`config.mk`:
```
export PLATFORM = sky130hd
export DESIGN_NAME = wave_addr_gen
export DESIGN_NICKNAME = d
export VERILOG_FILES = /design/src/rtl/wave_addr_gen.sv
export SDC_FILE = /design/constraint.sdc
export NUM_CORES = 1
export LEC_CHECK = 0
export ABC_AREA = 1
export ABC_CLOCK_PERIOD_IN_PS = 1900
export BUFFER_PORTS_ARGS = -buffer_cell sky130_fd_sc_hd__clkbuf_2
export CAP_MARGIN = 15
export CORE_AREA = 2 2 107 68
export CTS_CLUSTER_DIAMETER = 100
export DETAILED_ROUTE_END_ITERATION = 8
export DIE_AREA = 0 0 109 70
export PLACE_DENSITY_LB_ADDON = 0.12
export SYNTH_ARGS = -nofsm -noshare
export SYNTH_HDL_FRONTEND = slang
export SYNTH_SLANG_ARGS = --single-unit
```
`constraint.sdc`:
```
create_clock -name Clock -period 1.9 [get_ports Clock]
set_input_delay 0 -clock Clock [delete_from_list [all_inputs] [get_ports Clock]]
set_output_delay 0 -clock Clock [all_outputs]
set_load 0.01 [all_outputs]
```
`src/rtl/wave_addr_gen.sv`:
```
// Phase-accumulator address generator for waveform playback.
// Emits the top ADDR_W accumulator bits as a memory address, with wrap and burst-completion status.
module wave_addr_gen #(
  parameter int ACC_W   = 24,
  parameter int ADDR_W  = 10,
  parameter int BURST_W = 8
) (
  input  logic               Clock,
  input  logic               Reset,
  input  logic               EN_in,
  input  logic               Reset_BAC,
  input  logic               Pulse_in,
  input  logic [ACC_W-1:0]   Phase_inc,
  input  logic [BURST_W-1:0] Burst_len,
  output logic [ADDR_W-1:0]  Addr,
  output logic               Addr_valid,
  output logic               Wrap,
  output logic               Busy,
  output logic               Done
);

  typedef enum logic [1:0] {
    S_IDLE = 2'd0,
    S_RUN  = 2'd1,
    S_DONE = 2'd2
  } state_e;

  state_e             state_q;
  logic [ACC_W-1:0]   acc_q;
  logic [BURST_W-1:0] rem_q;
  logic               valid_q;
  logic               wrap_q;

  logic [ACC_W:0]     sum_d;
  logic               carry_d;
  logic               trigger_d;
  logic               last_d;

  // NOTE: every always_comb output is assigned unconditionally, so no latch can be inferred.
  always_comb begin
    sum_d     = {1'b0, acc_q} + {1'b0, Phase_inc};
    carry_d   = sum_d[ACC_W];
    trigger_d = !Pulse_in && EN_in;
    last_d    = carry_d && (rem_q == BURST_W'(1));
  end

  // Reset_BAC outranks a trigger; a trigger restarts playback from any state.
  // NOTE: state registers use non-blocking assignments so all updates see pre-edge values.
  always_ff @(posedge Clock) begin
    if (Reset || !Reset_BAC) begin
      state_q <= S_IDLE;
      acc_q   <= '0;
      rem_q   <= '0;
      valid_q <= 1'b0;
      wrap_q  <= 1'b0;
    end else if (trigger_d) begin
      state_q <= S_RUN;
      acc_q   <= '0;
      rem_q   <= Burst_len;
      valid_q <= 1'b1;
      wrap_q  <= 1'b0;
    end else begin
      case (state_q)
        S_RUN: begin
          if (!EN_in) begin
            valid_q <= 1'b0;
            wrap_q  <= 1'b0;
          end else if (last_d) begin
            state_q <= S_DONE;
            acc_q   <= '0;
            rem_q   <= '0;
            valid_q <= 1'b0;
            wrap_q  <= 1'b1;
          end else begin
            acc_q   <= sum_d[ACC_W-1:0];
            valid_q <= 1'b1;
            wrap_q  <= carry_d;
            // rem_q == 0 means continuous playback; it is never counted down
            if (carry_d && rem_q != '0) begin
              rem_q <= rem_q - BURST_W'(1);
            end
          end
        end
        default: begin
          state_q <= S_IDLE;
          acc_q   <= '0;
          rem_q   <= '0;
          valid_q <= 1'b0;
          wrap_q  <= 1'b0;
        end
      endcase
    end
  end

  assign Addr       = acc_q[ACC_W-1 -: ADDR_W];
  assign Addr_valid = valid_q;
  assign Wrap       = wrap_q;
  assign Busy       = (state_q == S_RUN);
  assign Done       = (state_q == S_DONE);

endmodule

```
==> impl_metrics.tcl, run 1 <==
set metrics [dict create \
    status "complete, but fails checks" \
    failed_checks "negative setup slack" \
    end_kind "flop" \
    period_share 1.054 \
    fp.dieH_um 70 \
    viasPerCell 4.966 \
    clock_latency_ns 0.30 \
    syn_inst 566 \
    crit_fanout 9 \
    path_class "flop to flop" \
    hold_buffers 0 \
    ctsHtreeMaxLevel 2 \
    grt_usage 0.2720 \
    maxCapViolCount 0 \
    fp.dieW_um 109 \
    wl_per_cell_um 13.97 \
    met2_usage 0.3734 \
    grt_util_met3 0.04575 \
    setup_viol 34 \
    routed_wl_um 10760 \
    synthFlopType "dfxtp_1" \
    ys_ff_latch 36 \
    fmax_ghz 0.4995 \
    dr.pass1.iters 5 \
    tritoncts "done" \
    min_delay_worst_endpoint "rem_q[6]" \
    final_hold_viol_count 0 \
    r2r_slack_ns -0.10 \
    synth-seq-area-share 0.2107 \
    antenna_found_initial 0 \
    overflow 0 \
    core-area_mm2 0.006817 \
    ant_nets 0 \
    drive_above_1_share 0.3608 \
    nets 742 \
    hold_class "input pin to flop" \
    io_buffers 50 \
    cp-start-kind "flop" \
    hold_slack_ns 0.01668 \
    synth_nets 630 \
    synthArstFlopShare 0 \
    numCtsBuffers 5 \
    synth_edf_count 0 \
    cts_num_sinks 36 \
    relSlewSlack 0.6409 \
    r2r_start "acc_q[0]" \
    grt_pass1_wl_um 16010 \
    tns_ns -2.125 \
    cp.arrival_ns 2.19 \
    fin_ws_ns -0.1019 \
    via_count 3824 \
    place.gp.congestion 1.004 \
    synth.distinct_cells 33 \
    grt_pass1_vias 3350 \
    worst_path_most_repeated_cell "nand2_2" \
    cp_cell_sequence "ha_4 > inv_2 > fa_2 > inv_2 > nand2_2 > nand2_2 > nand3_2 > nand2_2 > nand2_2 > nand3_4 > nand2_4 > nand2_8 > clkinv_8 > nand2_2 > a21oi_2" \
    drc 0 \
    tightest_slew_ns 0.5367 \
    initial_core_util 0.5018 \
    hp-start "Burst_len[6]" \
    finalMaxSlewViolations 0 \
    syn_avg_cell_area_um2 6.044 \
    syn_area_mm2 0.003421 \
    crit_path_top_delay_cell "dfxtp_2" \
    slowest_delay_ns 0.35 \
    grt_max_degree 26 \
    grt_busiest_layer "met1" \
    rsz0062_at_grt "true" \
    r2r-end "acc_q[7]" \
    dieArea_mm2 0.007630 \
    period_minus_slack_ns 2.002 \
    finClkSkew_ns 0.007753 \
    ios 51 \
    place_hpwl_um 7982 \
    ir_drop_v 0.0003678 \
    syn_to_final_growth_pct 39.61 \
    drtIter0Drc 253 \
    cts_buffer_depth 2 \
    ys_warn_count 0 \
    hold_path_depth 5 \
    root_buffer "clkbuf_8" \
    diodes 0 \
    r2r_cells 15 \
    crit_required_ns 2.09 \
    clk_pin_slew_ns 0.08 \
    powerDensity_mw_per_mm2 410.8 \
    grt_use_met1 0.4362 \
    rows 24 \
    p_leak_nw 2.422 \
]
[Yosys cell counts, drive strengths merged, types with 5 or more instances]
master,instances,share of area
a21oi,45,0.079
and2,5,0.0091
nor2,67,0.076
nand3,34,0.053
dfxtp,36,0.21
nand4,7,0.013
nand2,214,0.26
xor2,15,0.038
buf,16,0.037
xnor2,5,0.013
ha,26,0.095
inv,78,0.087
[area by class of cell]
type | instances | area [um2]
Fill cell | 599 | 2041
Timing Repair inverter | 1 | 16.27
Clock buffer | 5 | 68.82
Clock inverter | 3 | 42.54
Inverter | 78 | 319.1
Multi-Input combinational cell | 434 | 2676
Tap cell | 91 | 113.9
Sequential cell | 36 | 724.4
Timing Repair Buffer | 122 | 814.5
[kinds of logic after synthesis]
family          synth area share
flops                     0.2107
fa+ha+maj                 0.1010
buf+inv                   0.1269
compound gates           0.09254
simple gates              0.4177
xor+xnor                 0.05121
[per-stage QoR]
| stage | setup slack [ns] | cells | util | cell area [um2] | power [W] |
|---|---|---|---|---|---|
| after floorplan | -0.05958 | 566 | - | 3447 | 0.001038 |
| after global placement | -0.1038 | 756 | 0.6140 | 4185 | 0.001189 |
| after detailed placement | -0.1392 | 756 | 0.6140 | 4185 | 0.001193 |
| after CTS | -0.1193 | 764 | 0.6333 | 4317 | 0.001906 |
| after global routing | -0.1779 | 770 | 0.7006 | 4776 | 0.002058 |
| final | -0.1019 | 770 | 0.7006 | 4776 | 0.001962 |
[repair_timing]
| item | 4_1_cts | 5_1_grt |
|---|---|---|
| setup endpoints to repair | 32 | 35 |
| pin swaps | 0 | 27 |
| gates cloned | 0 | 2 |
| setup buffers | 0 | 4 |
| resized for setup | 5 | 75 |
[worst max path at each step]
stage,startpoint,to,cells after the start
2_1_floorplan,acc_q[0],acc_q[16],16
3_3_place_gp,acc_q[0],rem_q[4],16
3_5_place_dp,acc_q[0],rem_q[7],16
4_1_cts,acc_q[0],acc_q[2],15
5_1_grt,acc_q[0],acc_q[7],15
6_report,acc_q[0],acc_q[7],15
[routing by layer]
layer  up-vias  part of all wire  wire length, um
li1       1973                 -                -
met1      1719              0.53             5682
met2       122              0.39             4192
met3        10             0.075              808
met4         0            0.0071               76
met5         -                 0                0
[flip-flops by register name, summed over array words and instances (netlist names)]
register,count
acc_q,24
rem_q,8
state_q,2
Addr_valid,1
Wrap,1
[cells in the final DEF (no fill, tap or decap), types with 15 or more instances in the layout]
| cell | n |
|---|---|
| dfxtp_1 | 33 |
| clkbuf_2 | 50 |
| nand2_1 | 174 |
| buf_4 | 69 |
| nor2_1 | 52 |
| inv_1 | 73 |
| nand3_1 | 20 |
| a21oi_2 | 15 |
| nand2_2 | 35 |
| a21oi_1 | 29 |
[critical path: cells and delay by family (launching register included)]
family | cells | cell delay [ns]
DFF | 1 | 0.35
buffers and inverters | 3 | 0.22
AOI/OAI and AO/OA | 1 | 0.04
adders and majority gates | 2 | 0.46
and+or+nand+nor | 9 | 0.81
[power by group]
group | internal, W | total, W | switching [W] | leakage [nW]
clock network | 0.000389 | 0.000712 | 0.000323 | 0.0541
logic | 0.000201 | 0.000479 | 0.000277 | 2.08
registers | 0.000764 | 0.000771 | 0.00000694 | 0.292
total | 0.00135 | 0.00196 | 0.000608 | 2.42
No activity file was read; power rests on OpenSTA's default activity.
==> run 2: changes to the inputs <==
- SETUP_SLACK_MARGIN: unset -> 0.1
==> impl_metrics.tcl, run 2 (synthesis gave the netlist of run 1 again) <==
set metrics [dict create \
    place_hpwl_um 7807 \
    syn_to_final_growth_pct 34.45 \
    p_leak_nw 2.416 \
    fin_cells 774 \
    maxCapViolCount 0 \
    grt_max_degree 26 \
    place.gp.congestion 0.9222 \
    dieArea_mm2 0.007630 \
    clock_latency_ns 0.31 \
    rsz0062_at_grt "true" \
    dr.pass1.iters 5 \
    root_buffer "clkbuf_8" \
    wl_per_cell_um 13.58 \
    routed_wl_um 10510 \
    ir_drop_v 0.0004328 \
    numCtsBuffers 5 \
    multi_input_area_mm2 0.002520 \
    nets 746 \
    design_area_mm2 0.004599 \
    failed_checks "negative setup slack" \
    tritoncts "done" \
    ios 51 \
    dpl_cell_area_mm2 0.004150 \
    n_fill_cell 622 \
    fp.dieH_um 70 \
    rows 24 \
    ctsHtreeMaxLevel 2 \
    viasPerCell 4.917 \
    largest_registers "acc_q (24), rem_q (8), state_q (2)" \
    ant_nets 0 \
    final_common_cell "nand2_1" \
    diodes 0 \
    overflow 0 \
    end_kind "flop" \
    via_count 3806 \
    final_hold_viol_count 0 \
    powerDensity_mw_per_mm2 393.5 \
    post-route-util 0.6747 \
    path_class "flop to flop" \
    hold_class "input pin to flop" \
    setup_viol 34 \
    cts_num_sinks 36 \
    cts_buffer_depth 2 \
    total_power_w 0.001810 \
    seq_area_um2 721.9 \
    dp.cells 751 \
    largest-register "acc_q" \
    initial_core_util 0.5018 \
    finalMaxSlewViolations 0 \
    finClkSkew_ns 0.01536 \
    fp.dieW_um 109 \
    drc 0 \
    grt_usage 0.2814 \
    fin_ws_ns -0.1412 \
    layout_common_cells "nand2_1 (181), inv_1 (73), buf_4 (70), nor2_1 (58), clkbuf_2 (50)" \
    relSlewSlack 0.5486 \
    antenna_found_initial 0 \
    largest_register_ffs 24 \
    period_share 1.074 \
    grt_pass1_wl_um 16550 \
    crit_fanout 2 \
    drive_above_1_share 0.3236 \
    crit_required_ns 2.07 \
    core-area_mm2 0.006817 \
    drtIter0Drc 306 \
    grt_pass1_vias 3455 \
    clk_pin_slew_ns 0.09 \
    cp-start-kind "flop" \
    hold_slack_ns 0.01054 \
    io_buffers 50 \
    status "complete, but fails checks" \
    tightest_slew_ns 0.6747 \
    cp.arrival_ns 2.21 \
    fmax_ghz 0.4899 \
    period_minus_slack_ns 2.041 \
]
[run 2: cell types whose count changed in the layout (fill, tap and decap cells not counted), moves of 4 or more]
cell     before  now
nor2_1       52   58
nor2_2       11    7
nand2_1     174  181
nand2_2      35   27
ha_4         13    5
ha_1         13   21
[run 2: through the flow]
stage,TNS [ns],worst slack (ns)
floorplan,-0.5555,-0.05898
global placement,-0.6153,-0.05730
detailed placement,-2.218,-0.1268
CTS,-0.7964,-0.05082
global route,-7.284,-0.2460
finish,-3.175,-0.1412
[run 2: final timing paths]
| path | end | slack, ns | cells past startpoint | from |
|---|---|---|---|---|
| worst min register to register | acc_q[10] | 0.48 | 2 | acc_q[10] |
| worst min-delay path | rem_q[6] | 0.01 | 5 | Burst_len[6] |
| worst max register to register | acc_q[2] | -0.14 | 13 | acc_q[0] |
| worst max-delay path | acc_q[2] | -0.14 | 13 | acc_q[0] |
[run 2: layout make-up]
class / count / share of cell area
multi-input combinational: 434 / 0.5479
sequential: 36 / 0.1570
clock buffer: 5 / 0.01496
tap: 91 / 0.02476
timing repair buffer: 127 / 0.1850
clock inverter: 3 / 0.004081
inverter: 78 / 0.06638
[run 2: critical path: stages (launching register included)]
cell and delay [ns]:
dfxtp_2 0.36, ha_4 0.14, inv_2 0.03, fa_2 0.34
inv_2 0.08, nand2_2 0.07, buf_4 0.14, buf_4 0.12
buf_4 0.12, buf_4 0.12, buf_4 0.12, buf_4 0.12
nand3_1 0.07, a21oi_1 0.06
[run 2: metal layers]
metal | share of wire | wire [um] | GRT usage
met5 | 0 | 0 | 0
met4 | 0.0069 | 73 | 0.04701
met3 | 0.070 | 738 | 0.04482
met2 | 0.38 | 3971 | 0.3803
met1 | 0.54 | 5726 | 0.4616
[run 2: timing repair]
action	in CTS	in global routing
resized for setup	37	12
cloned	0	1
endpoints found under the hold margin	3	0
pin swaps	24	7
buffers inserted	7	4
endpoints found under the setup margin	35	36
hold buffers	3	0
[run 2: report_power, final]
| part | total, W | switching (W) | internal, W |
|---|---|---|---|
| Combinational | 0.000450 | 0.000264 | 0.000186 |
| Sequential | 0.000771 | 0.00000668 | 0.000764 |
| Clock | 0.000589 | 0.000332 | 0.000256 |
| Total | 0.00181 | 0.000603 | 0.00121 |
